**config.mk**
```make
export PLATFORM = sky130hd
export DESIGN_NAME = mips_multicycle_ctrl
export DESIGN_NICKNAME = d
export VERILOG_FILES = /design/src/rtl/mips_multicycle_ctrl.sv
export SDC_FILE = /design/constraint.sdc
export NUM_CORES = 1
export LEC_CHECK = 0
export ABC_AREA = 1
export ABC_CLOCK_PERIOD_IN_PS = 3100
export BUFFER_PORTS_ARGS = -buffer_cell sky130_fd_sc_hd__clkbuf_2
export CAP_MARGIN = 20
export CORE_ASPECT_RATIO = 1.2
export CORE_MARGIN = 2
export CORE_UTILIZATION = 50
export CTS_CLUSTER_DIAMETER = 40
export DETAILED_ROUTE_END_ITERATION = 7
export HOLD_SLACK_MARGIN = 0.06
export PLACE_DENSITY = 0.76
export SYNTH_ARGS = -nofsm -noshare
export SYNTH_HDL_FRONTEND = slang
export SYNTH_SLANG_ARGS = --single-unit
```
**constraint.sdc**
```tcl
create_clock -name clk -period 3.1 [get_ports clk]
set_input_delay 0.31 -clock clk [delete_from_list [all_inputs] [get_ports clk]]
set_output_delay 0.31 -clock clk [all_outputs]
set_load 0.005 [all_outputs]
```
**src/rtl/mips_multicycle_ctrl.sv**
```systemverilog
// Multi-cycle MIPS main control FSM.
// Moore decode of the state register drives all datapath enables and mux
// selects. The only Mealy terms are the FETCH-stage IR/PC loads, which are
// gated by mem_ready so a stalled fetch does not disturb the IR or PC.
// Also flags unsupported opcodes and counts retired instructions.
module mips_multicycle_ctrl #(
  parameter logic [5:0] OP_RTYPE = 6'b000000,
  parameter logic [5:0] OP_LW    = 6'b100011,
  parameter logic [5:0] OP_SW    = 6'b101011,
  parameter logic [5:0] OP_BEQ   = 6'b000100,
  parameter logic [5:0] OP_ADDI  = 6'b001000,
  parameter logic [5:0] OP_J     = 6'b000010,
  parameter int         CNT_W    = 32
) (
  input  logic             clk,
  input  logic             reset,
  input  logic [5:0]       op,
  input  logic             mem_ready,
  output logic             pc_write,
  output logic             pc_write_cond,
  output logic             i_or_d,
  output logic             mem_read,
  output logic             mem_write,
  output logic             ir_write,
  output logic             mem_to_reg,
  output logic             reg_dst,
  output logic             reg_write,
  output logic             alu_src_a,
  output logic [1:0]       alu_src_b,
  output logic [1:0]       alu_op,
  output logic [1:0]       pc_source,
  output logic [3:0]       state,
  output logic             illegal_op,
  output logic [CNT_W-1:0] instr_count
);

  localparam logic [3:0] S_FETCH    = 4'd0;
  localparam logic [3:0] S_DECODE   = 4'd1;
  localparam logic [3:0] S_MEMADR   = 4'd2;
  localparam logic [3:0] S_MEMRD    = 4'd3;
  localparam logic [3:0] S_MEMWB    = 4'd4;
  localparam logic [3:0] S_MEMWR    = 4'd5;
  localparam logic [3:0] S_RTYPE_EX = 4'd6;
  localparam logic [3:0] S_RTYPE_WB = 4'd7;
  localparam logic [3:0] S_BEQ_EX   = 4'd8;
  localparam logic [3:0] S_ADDI_EX  = 4'd9;
  localparam logic [3:0] S_ADDI_WB  = 4'd10;
  localparam logic [3:0] S_JUMP_EX  = 4'd11;

  localparam logic [CNT_W-1:0] CNT_ONE = {{(CNT_W-1){1'b0}}, 1'b1};

  logic [3:0]       r_state;
  logic [3:0]       w_next;
  logic             w_illegal;
  logic             w_retire;
  logic             r_illegal_op;
  logic [CNT_W-1:0] r_instr_count;

  // Next-state logic; op is only consulted in DECODE and MEMADR.
  always_comb begin
    w_next    = S_FETCH;
    w_illegal = 1'b0;
    w_retire  = 1'b0;
    case (r_state)
      S_FETCH:    w_next = mem_ready ? S_DECODE : S_FETCH;
      S_DECODE: begin
        if (op == OP_LW || op == OP_SW) w_next = S_MEMADR;
        else if (op == OP_RTYPE)        w_next = S_RTYPE_EX;
        else if (op == OP_BEQ)          w_next = S_BEQ_EX;
        else if (op == OP_ADDI)         w_next = S_ADDI_EX;
        else if (op == OP_J)            w_next = S_JUMP_EX;
        else begin
          w_next    = S_FETCH;
          w_illegal = 1'b1;
        end
      end
      S_MEMADR:   w_next = (op == OP_LW) ? S_MEMRD : S_MEMWR;
      S_MEMRD:    w_next = mem_ready ? S_MEMWB : S_MEMRD;
      S_MEMWB: begin
        w_next   = S_FETCH;
        w_retire = 1'b1;
      end
      S_MEMWR: begin
        w_next   = mem_ready ? S_FETCH : S_MEMWR;
        w_retire = mem_ready;
      end
      S_RTYPE_EX: w_next = S_RTYPE_WB;
      S_RTYPE_WB: begin
        w_next   = S_FETCH;
        w_retire = 1'b1;
      end
      S_BEQ_EX: begin
        w_next   = S_FETCH;
        w_retire = 1'b1;
      end
      S_ADDI_EX:  w_next = S_ADDI_WB;
      S_ADDI_WB: begin
        w_next   = S_FETCH;
        w_retire = 1'b1;
      end
      S_JUMP_EX: begin
        w_next   = S_FETCH;
        w_retire = 1'b1;
      end
      default:    w_next = S_FETCH;
    endcase
  end

  // State, illegal-opcode pulse and retired-instruction counter.
  always_ff @(posedge clk or posedge reset) begin
    if (reset) begin
      r_state       <= S_FETCH;
      r_illegal_op  <= 1'b0;
      r_instr_count <= '0;
    end else begin
      r_state      <= w_next;
      r_illegal_op <= w_illegal;
      if (w_retire) r_instr_count <= r_instr_count + CNT_ONE;
    end
  end

  // Moore output decode; everything not named for a state stays 0.
  always_comb begin
    pc_write      = 1'b0;
    pc_write_cond = 1'b0;
    i_or_d        = 1'b0;
    mem_read      = 1'b0;
    mem_write     = 1'b0;
    ir_write      = 1'b0;
    mem_to_reg    = 1'b0;
    reg_dst       = 1'b0;
    reg_write     = 1'b0;
    alu_src_a     = 1'b0;
    alu_src_b     = 2'b00;
    alu_op        = 2'b00;
    pc_source     = 2'b00;
    case (r_state)
      S_FETCH: begin
        mem_read  = 1'b1;
        alu_src_b = 2'b01;
        ir_write  = mem_ready;
        pc_write  = mem_ready;
      end
      S_DECODE:   alu_src_b = 2'b11;
      S_MEMADR: begin
        alu_src_a = 1'b1;
        alu_src_b = 2'b10;
      end
      S_MEMRD: begin
        mem_read = 1'b1;
        i_or_d   = 1'b1;
      end
      S_MEMWB: begin
        reg_write  = 1'b1;
        mem_to_reg = 1'b1;
      end
      S_MEMWR: begin
        mem_write = 1'b1;
        i_or_d    = 1'b1;
      end
      S_RTYPE_EX: begin
        alu_src_a = 1'b1;
        alu_op    = 2'b10;
      end
      S_RTYPE_WB: begin
        reg_write = 1'b1;
        reg_dst   = 1'b1;
      end
      S_BEQ_EX: begin
        alu_src_a     = 1'b1;
        alu_op        = 2'b01;
        pc_write_cond = 1'b1;
        pc_source     = 2'b01;
      end
      S_ADDI_EX: begin
        alu_src_a = 1'b1;
        alu_src_b = 2'b10;
      end
      S_ADDI_WB:  reg_write = 1'b1;
      S_JUMP_EX: begin
        pc_write  = 1'b1;
        pc_source = 2'b10;
      end
      default: ;
    endcase
  end

  assign state       = r_state;
  assign illegal_op  = r_illegal_op;
  assign instr_count = r_instr_count;

endmodule

```
==> results.sh, run 1 <==
export IMPL_finalWorstSetupSlack_ps=1170
export IMPL_place_congestion=0.929
export IMPL_die_h_um=81.2
export IMPL_yosysWarnings=0
export IMPL_slowest_delay_ps=560
export IMPL_clock_skew_ps=7.88
export IMPL_crit_type="flip-flop to flip-flop"
export IMPL_nNetsFinal=458
export IMPL_antenna_found_initial=0
export IMPL_crit_top_cell="nand2_1"
export IMPL_critPathRequiredTime_ps=3280
export IMPL_path_depth=10
export IMPL_firstDrtPassIters=4
export IMPL_synth_area_per_cell_sq_um=6.43
export IMPL_period_share_pct=62.2
export IMPL_timing_fmax_mhz=519
export IMPL_finalCriticalPeriod_ps=1930
export IMPL_via_count=2539
export IMPL_start_kind="flip-flop"
export IMPL_tightest_slew_ps=696
export IMPL_crit_buf_inv=0
export IMPL_hold_ws_ps=87.8
export IMPL_synth_top_family_by_area="simple AND/OR/NAND/NOR gates"
export IMPL_powerDensity_mw_per_mm2=449
export IMPL_yosys_area_share_simple_pct=44.8
export IMPL_syn_inst=386
export IMPL_clkSinkCount=37
export IMPL_ys_ff_latch=37
export IMPL_cts_setup_buffers=0
export IMPL_finalSetupViolCount=0
export IMPL_grt_max_degree=42
export IMPL_arrival_ps=2110
export IMPL_relSlewSlack_pct=53.4
export IMPL_outcome="finished, final reports clean"
export IMPL_final_core_util_pct=60.3
export IMPL_cp_slowest_cell="nor2_1"
export IMPL_hold_buffers=0
export IMPL_syn_cell_area_sq_mm=0.00248
export IMPL_synth_compound_area_share_pct=2.62
export IMPL_layout_common_cells="152 x nand2_1, 64 x nor2_1, 61 x clkbuf_2"
export IMPL_ys_seq_area_share_pct=37.3
export IMPL_layout_drive_gt1_share_pct=18.9
export IMPL_drc=0
export IMPL_rows=28
export IMPL_leakagePower_nw=1.51
export IMPL_r2r_end="instr_count[30]"
export IMPL_total_power_mw=1.32
export IMPL_coreArea_sq_mm=0.00487
export IMPL_maxSlewViolCount=0
export IMPL_cts_tree="yes"
export IMPL_wl_per_cell_um=11.2
export IMPL_vdd_drop_max_uv=235
export IMPL_syn_to_final_growth_pct=18.1
export IMPL_post_synth_num_cell_types=24
export IMPL_pre_cts_slack_ps=1210
export IMPL_critical_path_top_delay_family="simple AND/OR/NAND/NOR gates"
export IMPL_dieArea_sq_mm=0.00555
export IMPL_syn_num_nets=396
export IMPL_htree_levels=2
export IMPL_cts_resized=0
export IMPL_fin_tns_setup_ps=0
export IMPL_rsz0062_at_grt="no"
export IMPL_cp_max_fo=11
export IMPL_hpwl_um=4450
export IMPL_synth_xor_area_share_pct=4.94
export IMPL_top_level_ports=62
export IMPL_grt_pass1_wl_um=10000
export IMPL_worstReg2RegStart="instr_count[1]"
export IMPL_grt_pass1_vias=2411
export IMPL_antenna_cells=0
export IMPL_worstHoldPathType="input port to asynchronous set/reset pin"
export IMPL_drt_iter0_drc=188
export IMPL_io_buffers=61
export IMPL_fillers=473
export IMPL_hold_viol=0
export IMPL_grt_overflow=0
export IMPL_numCtsBuffers=5
export IMPL_final_common_cell="nand2_1"
export IMPL_clock_latency_ps=290
export IMPL_r2r_slack_ps=1170
export IMPL_via_per_inst=4.99
export IMPL_synth_area_mux_share_pct=0
export IMPL_r2r_cells=10
export IMPL_die_w_um=68.3
export IMPL_cts_root_buffer="clkbuf_8"
export IMPL_drv_cap=0
export IMPL_clkTransAtPathRegs_ps=80
export IMPL_synthAdderAreaFrac_pct=0.504
export IMPL_end_kind="flip-flop"
export IMPL_postRouteAntennaNets=0
export IMPL_start_util_pct=51.0
export IMPL_cp_cell_sequence="ha_1 -> nand2_1 -> nor2_2 -> nand2_2 -> nor2_1 -> nand2_1 -> nand2_1 -> nand2_1 -> nand2_1 -> nand2_1"
export IMPL_grt_usage_pct=23.3
export IMPL_clock_path_buffers=2
export IMPL_wirelength_um=5720
## metrics by stage
step,instance area [sq um],std cells
detailed placement,2810,501
floorplan,2480,386
global route,2930,509
finish,2930,509
CTS,2930,509
global placement,2810,501
## registers in the layout (all words and copies together), names as in the netlist
signal,cells
illegal_op,1
instr_count,32
state,4
## worst register-to-register path: cells and delay by family (launching register included)
kind                     cells  cell delay (ps)
flip-flops                   1              410
adder cells (fa/ha/maj)      1              180
AND/OR/NAND/NOR              9             1220
## routing by layer
layer  global-route usage, %  routed length, um  up-vias
met5                       0                  0        -
met4                    10.8                131        0
met3                    3.60                274       13
met2                    39.4               2850       71
met1                    28.6               2460     1143
li1                        -                  -     1312
## synthesized netlist by cell type
| cell | instances | area share, % |
|---|---|---|
| nand2_2 | 6 | 1.5 |
| nor2_4 | 2 | 0.91 |
| buf_6 | 2 | 0.91 |
| nand4_1 | 11 | 2.8 |
| nand2_1 | 152 | 23 |
| ha_1 | 1 | 0.50 |
| nor3_1 | 3 | 0.60 |
| o21ai_0 | 5 | 1.0 |
| nor2_2 | 2 | 0.50 |
| buf_4 | 4 | 1.2 |
| nand3_1 | 23 | 4.6 |
| nand3_4 | 1 | 0.71 |
| inv_1 | 49 | 7.4 |
| nor2_1 | 64 | 9.7 |
| xnor2_1 | 10 | 3.5 |
| dfrtp_1 | 37 | 37 |
| inv_2 | 1 | 0.15 |
| or2_2 | 2 | 0.50 |
| xor2_1 | 4 | 1.4 |
| o21bai_2 | 1 | 0.45 |
| a21oi_1 | 3 | 0.60 |
| o211ai_1 | 1 | 0.30 |
| buf_2 | 1 | 0.20 |
| o22ai_1 | 1 | 0.25 |
## power breakdown
part	switching, mW	internal [mW]	total (mW)	leakage, nW
clock network	0.183	0.262	0.445	0.0574
logic	0.188	0.112	0.300	0.949
registers	0.0474	0.527	0.574	0.503
total	0.418	0.901	1.32	1.51
## area by class of cell
class / count / area, sq um / share of cell area (%)
clock buffer: 6 / 82.6 / 2.81
inverter: 50 / 188 / 6.40
multi-input combinational: 292 / 1310 / 44.7
sequential: 37 / 926 / 31.6
clock inverter: 2 / 37.5 / 1.28
tap: 60 / 75.1 / 2.56
timing repair buffer: 62 / 313 / 10.7
## how the worst max path moves through the flow
stage                   start               to  slack (ps)
4_1_cts              state[1]        alu_src_a        1190
2_1_floorplan        state[1]        alu_src_a        1660
3_3_place_gp   instr_count[0]  instr_count[30]        1270
6_report       instr_count[1]  instr_count[30]        1170
5_1_grt        instr_count[0]  instr_count[30]         980
3_5_place_dp   instr_count[0]  instr_count[30]        1210
## cells by family after synthesis
group / count (synthesis)
adder cells (fa/ha/maj): 1
buffers and inverters: 57
AO/OA/AOI/OAI: 11
XOR/XNOR: 14
AND/OR/NAND/NOR: 266
flip-flops: 37
Power figures use the tool's default switching activity.
==> run 2, diff against run 1 <==
--- a/config.mk
+++ b/config.mk
@@ -6,12 +6,12 @@
 export NUM_CORES = 1
 export LEC_CHECK = 0
 export ABC_AREA = 1
-export ABC_CLOCK_PERIOD_IN_PS = 3100
+export ABC_CLOCK_PERIOD_IN_PS = 1600
 export BUFFER_PORTS_ARGS = -buffer_cell sky130_fd_sc_hd__clkbuf_2
 export CAP_MARGIN = 20
 export CORE_ASPECT_RATIO = 1.2
 export CORE_MARGIN = 2
-export CORE_UTILIZATION = 50
+export CORE_UTILIZATION = 48
 export CTS_CLUSTER_DIAMETER = 40
 export DETAILED_ROUTE_END_ITERATION = 7
 export HOLD_SLACK_MARGIN = 0.06
==> constraint.sdc (replaced) <==
create_clock -name clk -period 1.6 [get_ports clk]
set_input_delay 0.16 -clock clk [delete_from_list [all_inputs] [get_ports clk]]
set_output_delay 0.16 -clock clk [all_outputs]
set_load 0.005 [all_outputs]
==> results.sh, run 2 (same netlist as run 1, synthesis figures left out) <==
export IMPL_outcome="finished, final reports clean"
export IMPL_cts_tree="yes"
export IMPL_final_common_cell="nand2_1"
export IMPL_postRouteAntennaNets=0
export IMPL_via_per_inst=5.01
export IMPL_critPathRequiredTime_ps=1440
export IMPL_final_core_util_pct=63.4
export IMPL_via_count=2619
export IMPL_io_buffers=61
export IMPL_hpwl_um=4660
export IMPL_cts_root_buffer="clkbuf_8"
export IMPL_period_share_pct=98.3
export IMPL_rsz0062_at_grt="yes"
export IMPL_grt_pass1_wl_um=10000
export IMPL_layout_drive_gt1_share_pct=27.0
export IMPL_grt_overflow=0
export IMPL_cp_max_fo=5
export IMPL_crit_type="flip-flop to primary output"
export IMPL_finalSetupViolCount=0
export IMPL_antenna_cells=0
export IMPL_largest_reg_flops=32
export IMPL_leakagePower_nw=1.60
export IMPL_clock_path_buffers=2
export IMPL_cp_cell_sequence="or2_4 -> nor2_4 -> buf_4 -> clkbuf_2"
export IMPL_grt_max_degree=38
export IMPL_hold_depth=3
export IMPL_hold_viol=0
export IMPL_instances_no_fill=523
export IMPL_rows=28
export IMPL_top_level_ports=62
export IMPL_firstDrtPassIters=5
export IMPL_fin_tns_setup_ps=0
export IMPL_place_area_sq_mm=0.00288
export IMPL_end_kind="primary output"
export IMPL_nNetsFinal=472
export IMPL_relSlewSlack_pct=67.8
export IMPL_coreArea_sq_mm=0.00497
export IMPL_wirelength_um=6220
export IMPL_r2r_cells=7
export IMPL_start_kind="flip-flop"
export IMPL_layout_common_cells="151 x nand2_1, 61 x clkbuf_2, 50 x nor2_1"
export IMPL_antenna_found_initial=0
export IMPL_timing_fmax_mhz=636
export IMPL_die_w_um=69.7
export IMPL_syn_to_final_growth_pct=27.0
export IMPL_crit_buf_inv=2
export IMPL_drc=0
export IMPL_powerDensity_mw_per_mm2=823
export IMPL_clkSinkCount=37
export IMPL_grt_pass1_vias=2306
export IMPL_die_h_um=82.8
export IMPL_path_depth=4
export IMPL_clkTransAtPathRegs_ps=70
export IMPL_clock_latency_ps=290
export IMPL_maxSlewViolCount=0
export IMPL_slowest_delay_ps=470
export IMPL_clock_skew_ps=2.40
export IMPL_numCtsBuffers=5
export IMPL_vdd_drop_max_uv=491
export IMPL_critical_path_top_delay_family="flip-flops"
export IMPL_wl_per_cell_um=11.9
export IMPL_finalCriticalPeriod_ps=1570
export IMPL_drv_cap=0
export IMPL_drt_iter0_drc=136
export IMPL_fin_area_sq_mm=0.00315
export IMPL_arrival_ps=1410
export IMPL_placed_cells=508
export IMPL_tightest_slew_ps=483
export IMPL_worstHoldPathType="input port to flip-flop"
export IMPL_cp_slowest_cell="dfrtp_2"
export IMPL_place_congestion=0.934
export IMPL_htree_levels=2
export IMPL_total_power_mw=2.60
export IMPL_grt_usage_pct=21.6
export IMPL_start_util_pct=49.9
export IMPL_dieArea_sq_mm=0.00577
==> run 2: cell types whose count changed in the layout (fill, tap and decap cells not counted), moves of 4 or more <==
| cell | change |
|---|---|
| nor2_1 | -14 |
| nor2_2 | +9 |
| buf_4 | +8 |
| nor2_4 | +6 |
| inv_1 | -5 |
| inv_2 | +5 |
| dfrtp_1 | -4 |
| dfrtp_2 | +4 |
==> run 2: path summary, 6_finish.rpt <==
path / from / end / slack (ps)
worst max-delay path: state[0] / alu_op[1] / 30
min in group asynchronous: reset / instr_count[29] / 500
worst min register to register: instr_count[0] / instr_count[0] / 510
worst max register to register: state[0] / instr_count[2] / 70
worst min-delay path: mem_ready / state[0] / 190
max in group asynchronous: reset / state[1] / 720
==> run 2: tightest hold or removal path: cells and delay by family <==
kind | cells | cell delay, ps
buffers and inverters | 1 | 110
AND/OR/NAND/NOR | 2 | 190
==> run 2: area by class of cell <==
cell class	count	area, sq um
fillers	475	1820
well taps	60	75.1
inverters	50	188
repair buffers	75	439
clock inverters	1	5.00
multi-input cells	293	1420
flip-flops and latches	37	931
clock buffers	7	96.3
==> run 2: what timing repair did <==
action	4_1_cts	5_1_grt
hold endpoints to repair	37	0
endpoints found under the setup margin	3	28
hold buffers	1	0
gates resized for setup	7	32
gates cloned	0	2
pin swaps	0	7
setup buffers	0	4
==> run 2: metrics by stage <==
step | hold WS (ps) | worst slack [ps]
after global placement | 273 | 79.7
final | 194 | 26.6
after detailed placement | 287 | 37.9
after CTS | 179 | -11.8
after global routing | 219 | -41.3
after floorplan | 324 | 173
==> run 2: layer usage <==
layer	GRT usage, %	vias to the layer above	part of all wire [%]
met4	8.65	0	2.5
li1	-	1343	-
met2	39.8	64	51
met1	25.6	1198	43
met5	0	-	0
met3	3.26	14	3.7
==> run 2: where the power goes <==
group	total (mW)	leakage (nW)	switching (mW)	internal [mW]
Combinational	0.745	1.05	0.432	0.313
Sequential	1.12	0.497	0.0944	1.02
Clock	0.733	0.0542	0.343	0.390
Total	2.60	1.60	0.869	1.73
